<file path="src/rtl/matrix_link.sv">
// matrix_link: streams a 4x4 complex matrix from a local source buffer to a
// processing core, then collects the 16-element result into a result buffer.
// Optional feature: define MATRIX_LINK_TIMEOUT_EN to abort a WAIT that lasts
// TIMEOUT_CYCLES cycles with no returned beat (done and timeout pulse together).
module matrix_link #(
    parameter int BIT_NUM        = 18,
    parameter int CHANNEL_SIZE   = 16,
    parameter int TIMEOUT_CYCLES = 64
) (
    input  logic               clk,
    input  logic               rst_n,
    input  logic               ld_en,
    input  logic [3:0]         ld_addr,
    input  logic [BIT_NUM-1:0] ld_R,
    input  logic [BIT_NUM-1:0] ld_I,
    input  logic               start,
    output logic               busy,
    output logic               tx_valid,
    output logic [BIT_NUM-1:0] tx_R,
    output logic [BIT_NUM-1:0] tx_I,
    input  logic               rx_valid,
    input  logic [BIT_NUM-1:0] rx_R,
    input  logic [BIT_NUM-1:0] rx_I,
    input  logic [3:0]         rd_addr,
    output logic [BIT_NUM-1:0] rd_R,
    output logic [BIT_NUM-1:0] rd_I,
    output logic               done,
    output logic               timeout
);

    typedef enum logic [2:0] {
        S_IDLE,
        S_SEND,
        S_WAIT,
        S_CAPTURE,
        S_DONE
    } state_t;

    localparam logic [3:0] LAST_BEAT = 4'(CHANNEL_SIZE - 1);

    state_t     state, state_nx;
    logic [3:0] cnt, cnt_nx;
    logic       src_we;
    logic       res_we;

    logic [BIT_NUM-1:0] src_r [CHANNEL_SIZE];
    logic [BIT_NUM-1:0] src_i [CHANNEL_SIZE];
    logic [BIT_NUM-1:0] res_r [CHANNEL_SIZE];
    logic [BIT_NUM-1:0] res_i [CHANNEL_SIZE];

`ifdef MATRIX_LINK_TIMEOUT_EN
    localparam int WAIT_W = (TIMEOUT_CYCLES > 1) ? $clog2(TIMEOUT_CYCLES) : 1;
    localparam logic [WAIT_W-1:0] WAIT_LAST = WAIT_W'(TIMEOUT_CYCLES - 1);

    logic [WAIT_W-1:0] wait_cnt, wait_cnt_nx;
    logic              to_flag, to_flag_nx;
`endif

    // State, beat counter and (optional) wait counter / abort flag registers.
    always_ff @(posedge clk or negedge rst_n) begin
        if (!rst_n) begin
            state    <= S_IDLE;
            cnt      <= '0;
`ifdef MATRIX_LINK_TIMEOUT_EN
            wait_cnt <= '0;
            to_flag  <= 1'b0;
`endif
        end else begin
            // NOTE: non-blocking assignments so every register samples the
            // pre-edge values, independent of statement order.
            state    <= state_nx;
            cnt      <= cnt_nx;
`ifdef MATRIX_LINK_TIMEOUT_EN
            wait_cnt <= wait_cnt_nx;
            to_flag  <= to_flag_nx;
`endif
        end
    end

    // Next-state, buffer write enables and transaction outputs.
    always_comb begin
        // NOTE: every output of this block gets a default first, so no path
        // through the case statement can leave a latch behind.
        state_nx = state;
        cnt_nx   = cnt;
        src_we   = 1'b0;
        res_we   = 1'b0;
        busy     = (state != S_IDLE);
        tx_valid = 1'b0;
        tx_R     = '0;
        tx_I     = '0;
        done     = 1'b0;
        timeout  = 1'b0;
`ifdef MATRIX_LINK_TIMEOUT_EN
        wait_cnt_nx = wait_cnt;
        to_flag_nx  = to_flag;
`endif

        case (state)
            S_IDLE: begin
                // A load in the start cycle still lands before beat 0 is read.
                src_we = ld_en;
                if (start) begin
                    state_nx = S_SEND;
                    cnt_nx   = '0;
`ifdef MATRIX_LINK_TIMEOUT_EN
                    to_flag_nx = 1'b0;
`endif
                end
            end

            S_SEND: begin
                tx_valid = 1'b1;
                tx_R     = src_r[cnt];
                tx_I     = src_i[cnt];
                cnt_nx   = cnt + 4'd1;
                if (cnt == LAST_BEAT) begin
                    state_nx = S_WAIT;
                    cnt_nx   = '0;
`ifdef MATRIX_LINK_TIMEOUT_EN
                    wait_cnt_nx = '0;
`endif
                end
            end

            S_WAIT: begin
                if (rx_valid) begin
                    // cnt is 0 here, so the first returned beat lands in res[0].
                    res_we   = 1'b1;
                    state_nx = S_CAPTURE;
                    cnt_nx   = 4'd1;
                end
`ifdef MATRIX_LINK_TIMEOUT_EN
                else if (wait_cnt == WAIT_LAST) begin
                    state_nx   = S_DONE;
                    to_flag_nx = 1'b1;
                end else begin
                    wait_cnt_nx = wait_cnt + 1'b1;
                end
`endif
            end

            S_CAPTURE: begin
                // Idle rx cycles simply hold cnt, so gaps in the return stream are harmless.
                if (rx_valid) begin
                    res_we = 1'b1;
                    cnt_nx = cnt + 4'd1;
                    if (cnt == LAST_BEAT) begin
                        state_nx = S_DONE;
                    end
                end
            end

            S_DONE: begin
                done     = 1'b1;
`ifdef MATRIX_LINK_TIMEOUT_EN
                timeout    = to_flag;
                to_flag_nx = 1'b0;
`endif
                state_nx = S_IDLE;
                cnt_nx   = '0;
            end

            default: begin
                state_nx = S_IDLE;
                cnt_nx   = '0;
            end
        endcase
    end

    // Source and result buffers; loaded only while idle / capturing.
    always_ff @(posedge clk or negedge rst_n) begin
        if (!rst_n) begin
            // NOTE: the buffers are cleared on reset because rd_R/rd_I must
            // read 0 afterwards; this keeps them in flops rather than RAM.
            for (int i = 0; i < CHANNEL_SIZE; i++) begin
                src_r[i] <= '0;
                src_i[i] <= '0;
                res_r[i] <= '0;
                res_i[i] <= '0;
            end
        end else begin
            if (src_we) begin
                src_r[ld_addr] <= ld_R;
                src_i[ld_addr] <= ld_I;
            end
            if (res_we) begin
                res_r[cnt] <= rx_R;
                res_i[cnt] <= rx_I;
            end
        end
    end

    // Result read port is combinational and available in every state.
    assign rd_R = res_r[rd_addr];
    assign rd_I = res_i[rd_addr];

endmodule

</file>
<file path="config.mk">
export PLATFORM = sky130hd
export DESIGN_NAME = matrix_link
export DESIGN_NICKNAME = d
export VERILOG_FILES = /design/src/rtl/matrix_link.sv
export SDC_FILE = /design/constraint.sdc
export NUM_CORES = 2
export LEC_CHECK = 0
export CORE_UTILIZATION = 40
export CTS_BUF_LIST = sky130_fd_sc_hd__clkbuf_8
export DETAILED_ROUTE_END_ITERATION = 12
export GPL_TIMING_DRIVEN = 0
export HOLD_SLACK_MARGIN = 0.03
export PLACE_DENSITY = 0.68
export SKIP_CTS_REPAIR_TIMING = 1
export SLEW_MARGIN = 20
export SYNTH_ARGS = -nofsm -noshare
export SYNTH_HDL_FRONTEND = slang
export SYNTH_SLANG_ARGS = --single-unit
</file>
<file path="constraint.sdc">
create_clock -name clk -period 4.6 [get_ports clk]
set_input_delay 1.15 -clock clk [delete_from_list [all_inputs] [get_ports clk]]
set_output_delay 1.15 -clock clk [all_outputs]
set_load 0.01 [all_outputs]
</file>
# Word-level counts from Yosys, hierarchy flattened

Index checks and enable logic that the tools add are counted.

Register bits: 1159
Input bits: 85

Add/subtract/negate cells: 1
$lt $le $gt $ge: 5
Equal/unequal tests: 10
Multiplexer cells: 38
Bitwise operators: 3
Reduce and logical (&&, ||, !) cells: 7

Operators with widths:

| operator              | count |
|---|---|
| $bwmux W288           | 4 |
| $bmux W18 S4          | 4 |
| $mux W18              | 12 |
| $demux W18 S4         | 2 |
| $mux W4               | 4 |
| $pmux W4 S4           | 1 |
| $ge A5 B5 Y1 const B  | 3 |
| $mux W3               | 5 |
| $not A4 Y5            | 3 |
| $pmux W3 S4           | 1 |
| $lt A5 B1 Y1 const B  | 2 |
| $ne A2 B2 Y1 const B  | 5 |
| $eq A3 B2 Y1 const B  | 2 |
| $mux W1               | 5 |
| $reduce_and A5 Y1     | 1 |
| $add A4 B1 Y4 const B | 1 |
| $eq A4 B4 Y1 const B  | 1 |
| $eq A3 B1 Y1 const B  | 1 |
| $eq A3 B3 Y1 const B  | 1 |
| $logic_not A3 Y1      | 1 |
| $reduce_and A3 Y1     | 1 |
| $reduce_bool A3 Y1    | 1 |
| $logic_and A1 B1 Y1   | 2 |
| $reduce_or A2 Y1      | 1 |

# Longest topological paths before layout

Word-level depth: 6
Depth in mapped cells: 9

# Least setup slack after synthesis

OpenSTA, ideal clock, no wires.

Kind: input-to-output
Start: input port rd_addr[0]
End: output port rd_I[0]
Data arrival time: 2863 ps
Data required time: 3450 ps
Path slack: 587 ps
Stages on the path: 6
Path buffers: 3
Cells stage by stage: clkbuf_1 -> buf_1 -> buf_2 -> mux4_2 -> a22oi_1 -> nand2_1

Cells in the longest elaborated chain, start to end: 4

Ends and longest elaborated chain:

| what                                         | RTL line | RTL |
|---|---|---|
| from (decl)                                  | 24       | `input logic [3:0] rd_addr,` |
| $not A4 Y5 (not written as such)             | 196      | `assign rd_I = res_i[rd_addr];` |
| $bmux W18 S4                                 | 196      |  |
| $mux W18 (not written as such) (2 in series) | 196      |  |
| to (decl)                                    | 26       | `output logic [BIT_NUM-1:0] rd_I,` |

No other way between the ends. The select of a mux whose other input is x is not followed.

# Worst setup path after layout

Start: input port rd_addr[1]
End: output port rd_R[16]

Cells in the longest elaborated chain, start to end: 4

Ends and longest elaborated chain:

| what                                         | RTL line | RTL |
|---|---|---|
| $not A4 Y5 (not written as such)             | 195      | `assign rd_R = res_r[rd_addr];` |
| $bmux W18 S4                                 | 195      |  |
| $mux W18 (not written as such) (2 in series) | 195      |  |
| to (decl)                                    | 25       | `output logic [BIT_NUM-1:0] rd_R,` |

No other way between the ends. The select of a mux whose other input is x is not followed.

==> summary.txt <==
Timing
  – Setup Viol. Count Final: 0
  – Hold Slack: roughly 120 ps
  – Fin crit period: ~4600 ps
  – Max Slew Vio Count: 0
  – Fin. Hold Viols: 0
  – Worst rel slew slack: roughly a fifth
  – Fin crit share: 99.19%
  – Skew final: 49.07 ps
  – Worst-Margin Slew: roughly 1200 ps
  – Fmax: around 220 MHz

Global routing
  – Largest net degree at the start of global routing: 149
  – GRT overflow: 0
  – Vias in the first global route: 33079
  – First-pass GRT wire length: about 210000 um
  – Total GRT Usage: 21.76%
  – Initial antenna violation count: 22

Setup path
  – CP max FO: 10
  – CP Data Arrival Time: between 3000 and 4000 ps
  – Worst Path Required: ~3500 ps
  – CP Launch Type: primary input
  – CP Capture Type: output pin
  – Kind of critical path: in2out

Synth
  – Synth async-reset ratio: 100.0%
  – Prevailing post-synth register cell: dfrtp_1
  – Largest family of logic cells by synthesized area: multiplexers
  – Yosys warning total: 0
  – Synth Area in Compound Gates: 1.225%
  – Post-synthesis xor/xnor area fraction: 0%
  – Main area contributors after synthesis: dfrtp_1, mux2_2, mux4_2
  – Post-synthesis register bit count: 1159
  – Syn Nets: roughly 3400
  – Share of the synthesized area in the top cell type: 55.69%
  – Unique masters post-synth: 44
  – Adder-cell share of the synthesized area: 0.1201%
  – Post-Syn Instances: 3283
  – Mux share of post-synthesis cell area: 37.60%
  – Cell area after synthesis: 52080 sq um
  – Number of synthesized flops with an enable pin: 0
  – Syn avg cell area: 15.86 sq um
  – Yosys top cell by area: dfrtp_1
  – Synth Area in Simple Gates: 2.936%
  – Register area share after synthesis: between 50 and 60%

Routing
  – Via count: 31082
  – Vias per cell: 5.612
  – Post-route ant nets: 0
  – Wire length per cell: approximately 25 um
  – Routed WL: 140800 um
  – Starting DRC count in detailed routing: 2095
  – # DRC: 0
  – Drt pass-1 iters: 5

Job
  – Max-cap violations: 0

Min path
  – Min-Delay Path Class: in2async

Floorplan
  – Chip Height: between 300 and 400 um
  – DIE WIDTH: 362.8 um
  – Die area: 131700 sq um
  – Row Count: around 130
  – Number of I/O pins: 161
  – Initial Util: 40.28%
  – Core ar.: 129300 sq um

Power
  – Static leakage: ~29 nW
  – Peak VDD IR: 267.0 uV
  – PD cells: 535.5 nW/um^2

Clock network
  – CTS sink count: ~1200
  – CTS buffer count: 195
  – Clock buffer depth: 3
  – Worst skew pair latency: 920 ps
  – Worst-path clk slew: roughly 60 ps
  – CTS tree: yes
  – CTS root buffer: clkbuf_8
  – H-tree depth: 4

Cells and area
  – Final nets: 3727
  – Post-Layout Cell Count: 5538
  – Share of cells above drive strength 1: around 50%
  – Design Area, Final: 60590 sq um
  – Area grow syn2layout: 16.34%
  – Fin util: 46.86%

Place
  – Placed Cells: 5188
  – Gpl congestion: 0.8291
  – Buffers on Ports: 154
  – Placed cell area: 56100 sq um
  – Final HPWL from detailed placement: approximately 92000 um

Status
  – Outcome: completed
per-stage QoR:
stage | power, mW | setup slack, ps | TNS [ps]
floorplan | 19.69 | 586.9 | 0
global placement | 22.89 | -50990 | -
detailed placement | 23.02 | -1090 | -34070
CTS | 32.54 | -1120 | -64830
global route | 33.94 | -7.230 | -9.791
finish | 32.45 | 37.13 | 0
layout by cell type, fill, tap and decap left out, types with 7 or more instances in the layout:
cell             instances
buf_8                   10
mux2_2                1080
nor2b_1                  7
diode_2                  8
clkdlybuf4s50_1        143
clkbuf_2                26
nand4_1                 46
buf_4                   18
nor2_2                   8
dfrtp_1               1157
buf_2                   52
mux2_1                  42
nor2_1                   7
buf_16                  10
clkbuf_8               243
dlymetal6s2s_1          10
nand2_1                 41
a22oi_1                 71
clkbuf_4                40
nand3_1                149
buf_6                   12
clkinv_2                19
mux4_2                 288
mux2_4                  30
inv_1                   74
clkbuf_1               132
cell usage after synthesis (all sizes together), types with 2 or more instances:
cell type     n
nand3       149
mux2       1152
buf          89
dfrtp      1159
and4          3
or4           2
nor2b         8
nand4        46
nand4b        4
clkbuf      209
nor4          3
a22oi        72
and2          2
nor2         16
ha            5
nand2        41
nand2b        3
clkinv        2
mux4        288
inv           8
o221ai        2
o211ai        3
nor3          3
layer usage:
metal	vias up	wire length (um)	global-route usage [%]
li1	13078	-	-
met1	16802	60420	29.25
met2	914	66140	34.28
met3	264	9919	5.645
met4	24	4137	7.198
met5	-	158	0
critical path: stages:
cell             delay (ps)
clkbuf_2                280
clkbuf_4                340
buf_2                   340
mux4_2                  350
a22oi_1                 310
nand2_1                 130
clkdlybuf4s50_1         490
registers in the layout, summed over array words and instances (netlist names):
| name | flops |
|---|---|
| src_r | 288 |
| src_i | 288 |
| cnt | 4 |
| res_r | 288 |
| state | 3 |
| res_i | 288 |
area by class of cell:
| cell class | instances | area, sq um |
|---|---|---|
| multi-input combinational | 1816 | 21860 |
| buffer | 292 | 1614 |
| timing repair buffer | 163 | 1832 |
| antenna | 8 | 20.02 |
| fill | 11262 | 68720 |
| sequential | 1159 | 29010 |
| tap | 1742 | 2180 |
| inverter | 10 | 37.54 |
| clock inverter | 105 | 705.7 |
| clock buffer | 243 | 3344 |
final timing paths:
kind	cells after the start	startpoint	slack, ps	end
min in group clk	1	src_r[28]$_DFFE_PN0P_	480	src_r[28]$_DFFE_PN0P_
min	1	rst_n	120	res_r[68]$_DFFE_PN0P_
max	7	rd_addr[1]	40	rd_R[16]
max reg2reg	5	state[1]$_DFFE_PN0P_	840	src_i[239]$_DFFE_PN0P_
max in group asynchronous	4	rst_n	2360	src_i[63]$_DFFE_PN0P_
min reg2reg	1	src_r[28]$_DFFE_PN0P_	480	src_r[28]$_DFFE_PN0P_
cells by family after synthesis:
logic type      count (synthesis)
mux                          1441
flops                        1159
buf+inv                       308
simple gates                  285
compound gates                 84
fa+ha+maj                       5
other cells                     1
power breakdown:
part / internal (mW) / switching (mW) / leakage (nW) / total (mW)
clock: 5.09 / 4.37 / 2.34 / 9.45
combinational: 4.66 / 4.19 / 10.8 / 8.85
sequential: 12.8 / 1.31 / 15.7 / 14.1
total: 22.6 / 9.87 / 28.8 / 32.5
Note: power is estimated with default switching activity, not from simulation.
